==> src/rtl/switch_sched.sv <==
// switch_sched: timed toggle scheduler for a switch/relay control line
//   clk, rst                   : clock, asynchronous active-high reset
//   ld_valid/ld_ready, ld_time : load absolute toggle times into the table (IDLE only)
//   clr                        : empty the table (IDLE only)
//   start, abort               : begin a run / terminate a run
//   ctrl                       : registered switch control level
//   busy, done, ev_idx         : RUN flag, completion pulse, next pending entry
//   SWITCH_SCHED_REPEAT_EN     : when defined the schedule repeats until abort or rst
module switch_sched #(
  parameter bit INIT  = 1'b1,
  parameter int DEPTH = 8,
  parameter int TW    = 16
) (
  input  logic                     clk,
  input  logic                     rst,
  input  logic                     ld_valid,
  output logic                     ld_ready,
  input  logic [TW-1:0]            ld_time,
  input  logic                     clr,
  input  logic                     start,
  input  logic                     abort,
  output logic                     ctrl,
  output logic                     busy,
  output logic                     done,
  output logic [$clog2(DEPTH)-1:0] ev_idx
);
  localparam int IW = $clog2(DEPTH);
  localparam int CW = $clog2(DEPTH + 1);
`ifdef SWITCH_SCHED_REPEAT_EN
  localparam bit REP = 1'b1;
`else
  localparam bit REP = 1'b0;
`endif
  typedef enum logic [1:0] {IDLE = 2'd0, RUN = 2'd1, FIN = 2'd2} state_t;
  state_t          state_q, state_d;
  logic [TW-1:0]   tbl_q [DEPTH];
  logic [TW-1:0]   timer_q, timer_d;
  logic [IW-1:0]   ev_idx_q, ev_idx_d;
  logic [CW-1:0]   count_q, count_d;
  logic            ctrl_q, ctrl_d, done_q, done_d;
  logic            idle, run, go, ld_fire, fire, last;
  always_comb begin
    idle    = state_q == IDLE;
    run     = state_q == RUN;
    go      = idle & start & (count_q != '0);
    ld_fire = ld_valid & ld_ready;
    // abort masks the event so it wins over a toggle in the same cycle
    fire    = run & !abort & (timer_q >= tbl_q[ev_idx_q]);
    last    = (CW'(ev_idx_q) + CW'(1)) == count_q;
  end
  always_ff @(posedge clk or posedge rst)
    if (rst) state_q <= IDLE;
    else     state_q <= state_d;
  always_comb
    state_d = go                    ? RUN  :
              (run & abort)         ? IDLE :
              (fire & last & !REP)  ? FIN  :
              (state_q == FIN)      ? IDLE : state_q;
  always_comb begin
    count_d  = (idle & clr) ? '0 : ld_fire ? count_q + CW'(1) : count_q;
    // in repeat mode the last event restarts the schedule on the same edge
    timer_d  = (go | (fire & last & REP))    ? '0 :
               (run & (timer_q != '1))       ? timer_q + TW'(1) : timer_q;
    ev_idx_d = (!run | abort | (fire & last)) ? '0 :
               fire ? ev_idx_q + IW'(1) : ev_idx_q;
    ctrl_d   = (go | (run & abort) | (fire & last & REP)) ? INIT :
               fire ? !ctrl_q : ctrl_q;
    done_d   = REP ? (fire & last) : (state_q == FIN);
  end
  always_ff @(posedge clk or posedge rst)
    if (rst) begin
      timer_q  <= '0;
      ev_idx_q <= '0;
      count_q  <= '0;
      ctrl_q   <= INIT;
      done_q   <= 1'b0;
    end else begin
      timer_q  <= timer_d;
      ev_idx_q <= ev_idx_d;
      count_q  <= count_d;
      ctrl_q   <= ctrl_d;
      done_q   <= done_d;
    end
  always_ff @(posedge clk)
    if (ld_fire) tbl_q[count_q[IW-1:0]] <= ld_time;
  always_comb begin
    ld_ready = idle & !start & !clr & (count_q < CW'(DEPTH));
    busy     = run;
    ctrl     = ctrl_q;
    done     = done_q;
    ev_idx   = ev_idx_q;
  end
endmodule

==> config.mk <==
export PLATFORM = sky130hd
export DESIGN_NAME = switch_sched
export DESIGN_NICKNAME = d
export VERILOG_FILES = /design/src/rtl/switch_sched.sv
export SDC_FILE = /design/constraint.sdc
export NUM_CORES = 1
export LEC_CHECK = 0
export ABC_AREA = 1
export BUFFER_PORTS_ARGS = -buffer_cell sky130_fd_sc_hd__buf_2
export CAP_MARGIN = 25
export CORE_ASPECT_RATIO = 0.9
export CORE_MARGIN = 8
export CORE_UTILIZATION = 42
export DETAILED_ROUTE_END_ITERATION = 8
export GPL_ROUTABILITY_DRIVEN = 1
export SLEW_MARGIN = 25
export SYNTH_ARGS = -nofsm -noshare
export SYNTH_HDL_FRONTEND = slang
export SYNTH_SLANG_ARGS = --single-unit
export TNS_END_PERCENT = 30
==> constraint.sdc <==
create_clock -name clk -period 3.45 [get_ports clk]
set_input_delay 0.69 -clock clk [delete_from_list [all_inputs] [get_ports clk]]
set_output_delay 0.69 -clock clk [all_outputs]
set_load 0.02 [all_outputs]
# --- Yosys cells after proc, flatten, opt, wreduce, memory -nomap -nowiden ---
# Memories as Yosys holds them, arrays and structs flattened.
# Index checks and enable logic that the tools add are counted.
totals:
  ff_bits: 27
  ram_bits: 128
  output_inout_bits: 7
  wordCells: 58
  memories: 1
mem_list:
  columns: ["memory", "depth", "word_bits", "rd", "rd_clocked_by_memory_dff", "write_ports", "line", "rtl"]
  rows:
  - ["tbl_q", 8, 16, 1, 0, 1, "36", "logic [TW-1:0] tbl_q [DEPTH];"]
classes:
  addsub: 4
  n_lt_le_gt_ge: 2
  n_eq_ne: 4
  muxes: 14
  n_bitwise: 15
  n_reduce_logical: 12
op_table:
  columns: ["op", "count"]
  rows:
  - ["two-way mux 16 bit", 2]
  - ["adder 16 x 1 -> 16 bit, second input constant", 1]
  - [">= comparator 16 bit", 1]
  - ["inequality test 16 bit, second input constant", 1]
  - ["AND 1 bit", 12]
  - ["two-way mux 2 bit", 4]
  - ["two-way mux 4 bit", 2]
  - ["nonzero test 2 bit", 4]
  - ["nonzero test 4 bit", 2]
  - ["two-way mux 3 bit", 2]
  - ["logical NOT 1 bit", 5]
  - ["adder 3 x 1 -> 4 bit, second input constant", 1]
  - ["adder 4 x 1 -> 4 bit, second input constant", 1]
  - ["== test 4 bit", 1]
  - ["less-than comparator 4 bit, second input constant", 1]
  - ["two-way mux 1 bit", 4]
  - ["adder 3 x 1 -> 3 bit, second input constant", 1]
  - ["bitwise OR 1 bit", 3]
  - ["== test 2 x 1 -> 1 bit, second input constant", 1]
  - ["== test 2 bit, second input constant", 1]
  - ["logical NOT 2 bit", 1]

# --- Longest topological paths before layout ---
depth:
  word_depth: 7
  ltp_mapped: 19
  ltp_nobuf: 18

# --- Worst setup path before layout ---
# Ideal clock, no wire load.
synth_timing:
  kind: "in2reg"
  start: "input port start"
  end: "memory tbl_q[1][0], enable pin"
  arrival_time_ps: 2612
  setup_slack_ps: 429
  stages: 7
  n_path_buf: 0
  path_cell_list: "inv_1 nand2_1 nor3_2 nand2_1 nor2_1 inv_2 nor3_1"
synth_via:
  elab_chain_len: 7
synth_rtl:
  columns: ["element", "line", "rtl"]
  rows:
  - ["start: declaration", "20", "input logic start,"]
  - ["logical NOT 1 bit", "87", "ld_ready = idle & !start & !clr & (count_q < CW'(DEPTH));"]
  - ["AND 1 bit (3 in series)", "87", null]
  - ["named net ld_ready", "17", "output logic ld_ready,"]
  - ["AND 1 bit", "46", "ld_fire = ld_valid & ld_ready;"]
  - ["two-way mux 1 bit", "85", "if (ld_fire) tbl_q[count_q[IW-1:0]] <= ld_time;"]
  - ["two-way mux 1 bit (not written as such)", "85", null]
  - ["end: declaration", "36", null]
# The timed path passes the listed nets, and every way through them passes these cells.

# --- Worst setup path after layout ---
layout_timing:
  start: "register ev_idx_q[0], in the netlist ev_idx[0]"
  end: "register state_q[0]"
layout_via:
  elab_chain_len: 7
  word_cells_on_any_way: 10
layout_rtl:
  columns: ["element", "line", "rtl"]
  rows:
  - ["start: declaration", "38", "logic [IW-1:0] ev_idx_q, ev_idx_d;"]
  - ["start signal: assignment", "79", "ev_idx_q <= ev_idx_d;"]
  - ["memory (8 x 16 bit)", null, null]
  - [">= comparator 16 bit", "48", "fire = run & !abort & (timer_q >= tbl_q[ev_idx_q]);"]
  - ["AND 1 bit", "48", null]
  - ["AND 1 bit *", null, null]
  - ["two-way mux 2 bit", "57", "(fire & last & !REP) ? FIN :"]
  - ["two-way mux 2 bit", "56", "(run & abort) ? IDLE :"]
  - ["two-way mux 2 bit", "55", "state_d = go ? RUN :"]
  - ["end signal: assignment", "53", "else state_q <= state_d;"]
  - ["end: declaration", "35", "state_t state_q, state_d;"]
# Every way passes the cells marked *; elsewhere a longest branch is shown, timed or not.
# A chain may end at the register's enable or synchronous reset.

==> flow_metrics.env <==
export IMPL_groute_usage_overall=0.1617
export IMPL_post_cts_setup_buffer_count=0
export IMPL_m1WireLength_um=7620
export IMPL_initial_core_util=0.4275
export IMPL_post_place_ws_ps=621.0
export IMPL_detail_route_first_pass_iterations=5
export IMPL_worst_path_max_fanout=69
export IMPL_drt_drc_violations_left=0
export IMPL_finalSetupViolations=0
export IMPL_maxUsedRoutingLayer="met4"
export IMPL_max_clock_path_buffers=2
export IMPL_via_count=4787
export IMPL_crit_path_end_kind="register"
export IMPL_cts_repair_resize_count=0
export IMPL_place_gp_congestion=0.7997
export IMPL_worst_endpoint_arrival_ps=3180
export IMPL_n_antenna_cell=0
export IMPL_tritoncts="done"
export IMPL_layout_filler_cells=1460
export IMPL_netlist_instances=617
export IMPL_design_final_nets=691
export IMPL_mappedNetlistNets=659
export IMPL_final_instance_count_excl_fill=868
export IMPL_antenna_left=0
export IMPL_timing_worst_setup_path_type="reg2reg"
export IMPL_grt_pass1_wl_um=25280
export IMPL_status="finished clean"
export IMPL_detailroute_wirelength_met2_um=7121
export IMPL_timing_fmax_ghz=0.3475
export IMPL_core_area_um2=16130
export IMPL_synth_top_family_by_area="simple AND/OR/NAND/NOR gates"
export IMPL_finalWorstPathRequiredPeriod_ps=2877
export IMPL_largest_net_degree_at_the_start_of_global_routing=70
export IMPL_synth_async_sr_flop_share=0.1742
export IMPL_clkTransAtPathRegs_ps=60
export IMPL_adder_cell_fraction_of_synth_area=0.03629
export IMPL_synth_warning_count=0
export IMPL_antenna_violations_before_repair=0
export IMPL_p_leak_nw=2.931
export IMPL_synth_sequential_area_ratio=0.6556
export IMPL_required_ps=3760
export IMPL_yosys_area_share_simple=0.1386
export IMPL_ctsRootBufferMaster="sky130_fd_sc_hd__clkbuf_16"
export IMPL_final_setup_tns_ps=0
export IMPL_netlist_cell_type_count=33
export IMPL_clock_skew_final_ps=8.991
export IMPL_drv_max_cap_violation_count=0
export IMPL_xor_xnor_portion_of_the_synthesized_cell_area=0.01143
export IMPL_floorplan_rows=44
export IMPL_number_of_global_route_vias_before_repair=4698
export IMPL_chipHeight_um=137.6
export IMPL_cts_inserted_buffers=17
export IMPL_die_w_um=151.1
export IMPL_die_area_um2=20780
export IMPL_final_layout_size_suffix_gt1_frac=0.1573
export IMPL_total_power_mw=3.874
export IMPL_dp_cells=837
export IMPL_h_tree_depth=4
export IMPL_synth_top_area_cell="sky130_fd_sc_hd__edfxtp_1"
export IMPL_power_density_nw_per_um2=492.1
export IMPL_drt_initial_drc_count=402
export IMPL_global_route_overflow_total=0
export IMPL_avgSynthCellArea_um2=11.18
export IMPL_port_buffers=28
export IMPL_synth_enable_flop_cells=128
export IMPL_slew_viol_final=0
export IMPL_synthFlopType="sky130_fd_sc_hd__edfxtp_1"
export IMPL_synthDominantCellAreaShare=0.5574
export IMPL_hp_class="in2async"
export IMPL_peakVddDrop_mv=0.3364
export IMPL_area_growth_synth_to_final_pct=14.17
export IMPL_cts_sink_count=155
export IMPL_final_hold_violation_count=0
export IMPL_detailedPlacementHpwl_um=9507
export IMPL_crit_path_start_kind="register"
export IMPL_timing_worst_slew_pin_value_ps=689.5
export IMPL_clk_insertion_delay_late_ps=420
export IMPL_wl_per_cell_um=18.35
export IMPL_vias_per_cell=5.515
export IMPL_cts_hold_buffers_added=0
export IMPL_routed_wirelength_um=15930
export IMPL_post_synth_instance_area_um2=6895
export IMPL_final_period_utilization=0.8340
export IMPL_synth_area_top_cells="sky130_fd_sc_hd__edfxtp_1 (56%), sky130_fd_sc_hd__dfrtp_1 (9.4%), sky130_fd_sc_hd__nor2_1 (5.0%)"
export IMPL_rsz0062_at_grt="false"
export IMPL_setup_ws_ps=572.7
export IMPL_synth_compound_area_share=0.1176
export IMPL_io_pins=29
export IMPL_yosys_mux_area_fraction=0
export IMPL_met3RoutedLength_um=971
export IMPL_worst_slew_margin_rel=0.5403
export IMPL_synth_ff_latch_count=155
Yosys cell counts (6+ instances only):
cell                       count
sky130_fd_sc_hd__edfxtp_1    128
sky130_fd_sc_hd__nand4_1      13
sky130_fd_sc_hd__inv_2        13
sky130_fd_sc_hd__o221ai_1     15
sky130_fd_sc_hd__o21ai_2       6
sky130_fd_sc_hd__nand3_1      21
sky130_fd_sc_hd__clkbuf_1     19
sky130_fd_sc_hd__nor2_1       92
sky130_fd_sc_hd__ha_1         20
sky130_fd_sc_hd__o22ai_1      16
sky130_fd_sc_hd__a21oi_1      10
sky130_fd_sc_hd__inv_1        25
sky130_fd_sc_hd__xor2_1        7
sky130_fd_sc_hd__nor3_1       13
sky130_fd_sc_hd__nand2_1      78
sky130_fd_sc_hd__o21ai_0      44
sky130_fd_sc_hd__o21ai_1      47
sky130_fd_sc_hd__dfrtp_1      26
worst max-delay path, stage by stage, from the launching register on:
cell                      delay (ps)
sky130_fd_sc_hd__dfrtp_2         360
sky130_fd_sc_hd__buf_4           560
sky130_fd_sc_hd__o21ai_0         230
sky130_fd_sc_hd__o22ai_1         250
sky130_fd_sc_hd__o21ai_1         100
sky130_fd_sc_hd__ha_1            310
sky130_fd_sc_hd__nand2_1          60
sky130_fd_sc_hd__nor2_1          120
sky130_fd_sc_hd__nor2_1           50
sky130_fd_sc_hd__nand2_1          50
sky130_fd_sc_hd__nand2_1          50
sky130_fd_sc_hd__nand2_1          60
sky130_fd_sc_hd__nand2_1          50
sky130_fd_sc_hd__nand2_1         180
sky130_fd_sc_hd__nand3_1         130
sky130_fd_sc_hd__nand2_1         100
sky130_fd_sc_hd__nand2_1          50
layout make-up:
class                           count  area, um^2  area share
Tap cell                          207       259.0     0.03290
Multi-Input combinational cell    395        2121      0.2694
Inverter                           39       148.9     0.01891
Timing Repair Buffer               41       250.2     0.03179
Clock buffer                       18       429.2     0.05451
Clock inverter                     13       142.6     0.01812
Sequential cell                   155        4522      0.5744
metrics by stage:
step | instance area (um^2) | hold WS [ps] | utilization
2_1_floorplan | 6895 | 442.5 | -
3_3_place_gp | 7301 | 462.6 | 0.4526
6_report | 7873 | 328.5 | 0.4881
4_1_cts | 7873 | 333.4 | 0.4881
3_5_place_dp | 7301 | 469.0 | 0.4526
5_1_grt | 7873 | 378.6 | 0.4881
state kept, by name, indices dropped and copies added, names as in the netlist:
signal / count
count_q: 4
ev_idx: 3
timer_q: 16
state_q: 2
ctrl: 1
tbl_q: 128
done: 1
metal layers:
metal / GRT usage / up-vias
li1: - / 2277
met1: 0.2258 / 2352
met2: 0.2389 / 143
met3: 0.03744 / 15
met4: 0.06535 / 0
met5: 0 / -
where the power goes:
part,switching [mW],total [mW],internal (mW)
registers,0,2.03,2.03
clock network,0.744,1.81,1.07
logic,0.0275,0.0371,0.00961
total,0.772,3.87,3.10
worst paths after layout:
path,from,endpoint,slack [ps],cells past startpoint
setup / recovery,ev_idx[0],state_q[0],570,16
max in group asynchronous,rst,ctrl,2820,3
setup reg to reg,ev_idx[0],state_q[0],570,16
hold / removal,rst,timer_q[2],330,3
min in group clk,state_q[0],done,500,1
hold reg to reg,state_q[0],done,500,1
cells in the final DEF (no fill, tap or decap), drive strengths merged:
cell type,n
edfxtp,128
o21ai,97
nor2,94
nand2,80
inv,43
buf,41
dfrtp,26
nand3,21
ha,20
clkbuf,18
o22ai,16
nor3,16
o221ai,15
nand4,13
a21oi,10
xor2,7
clkinv,4
clkinvlp,3
xnor2,2
bufinv,2
o21a,1
and3,1
o31ai,1
a31oi,1
dfstp,1
cells by family after synthesis:
logic type	after synthesis
buffers and inverters	67
AO/OA/AOI/OAI	141
AND/OR/NAND/NOR	225
flip-flops	155
XOR/XNOR	9
adder cells (fa/ha/maj)	20
Power figures use the tool's default switching activity.
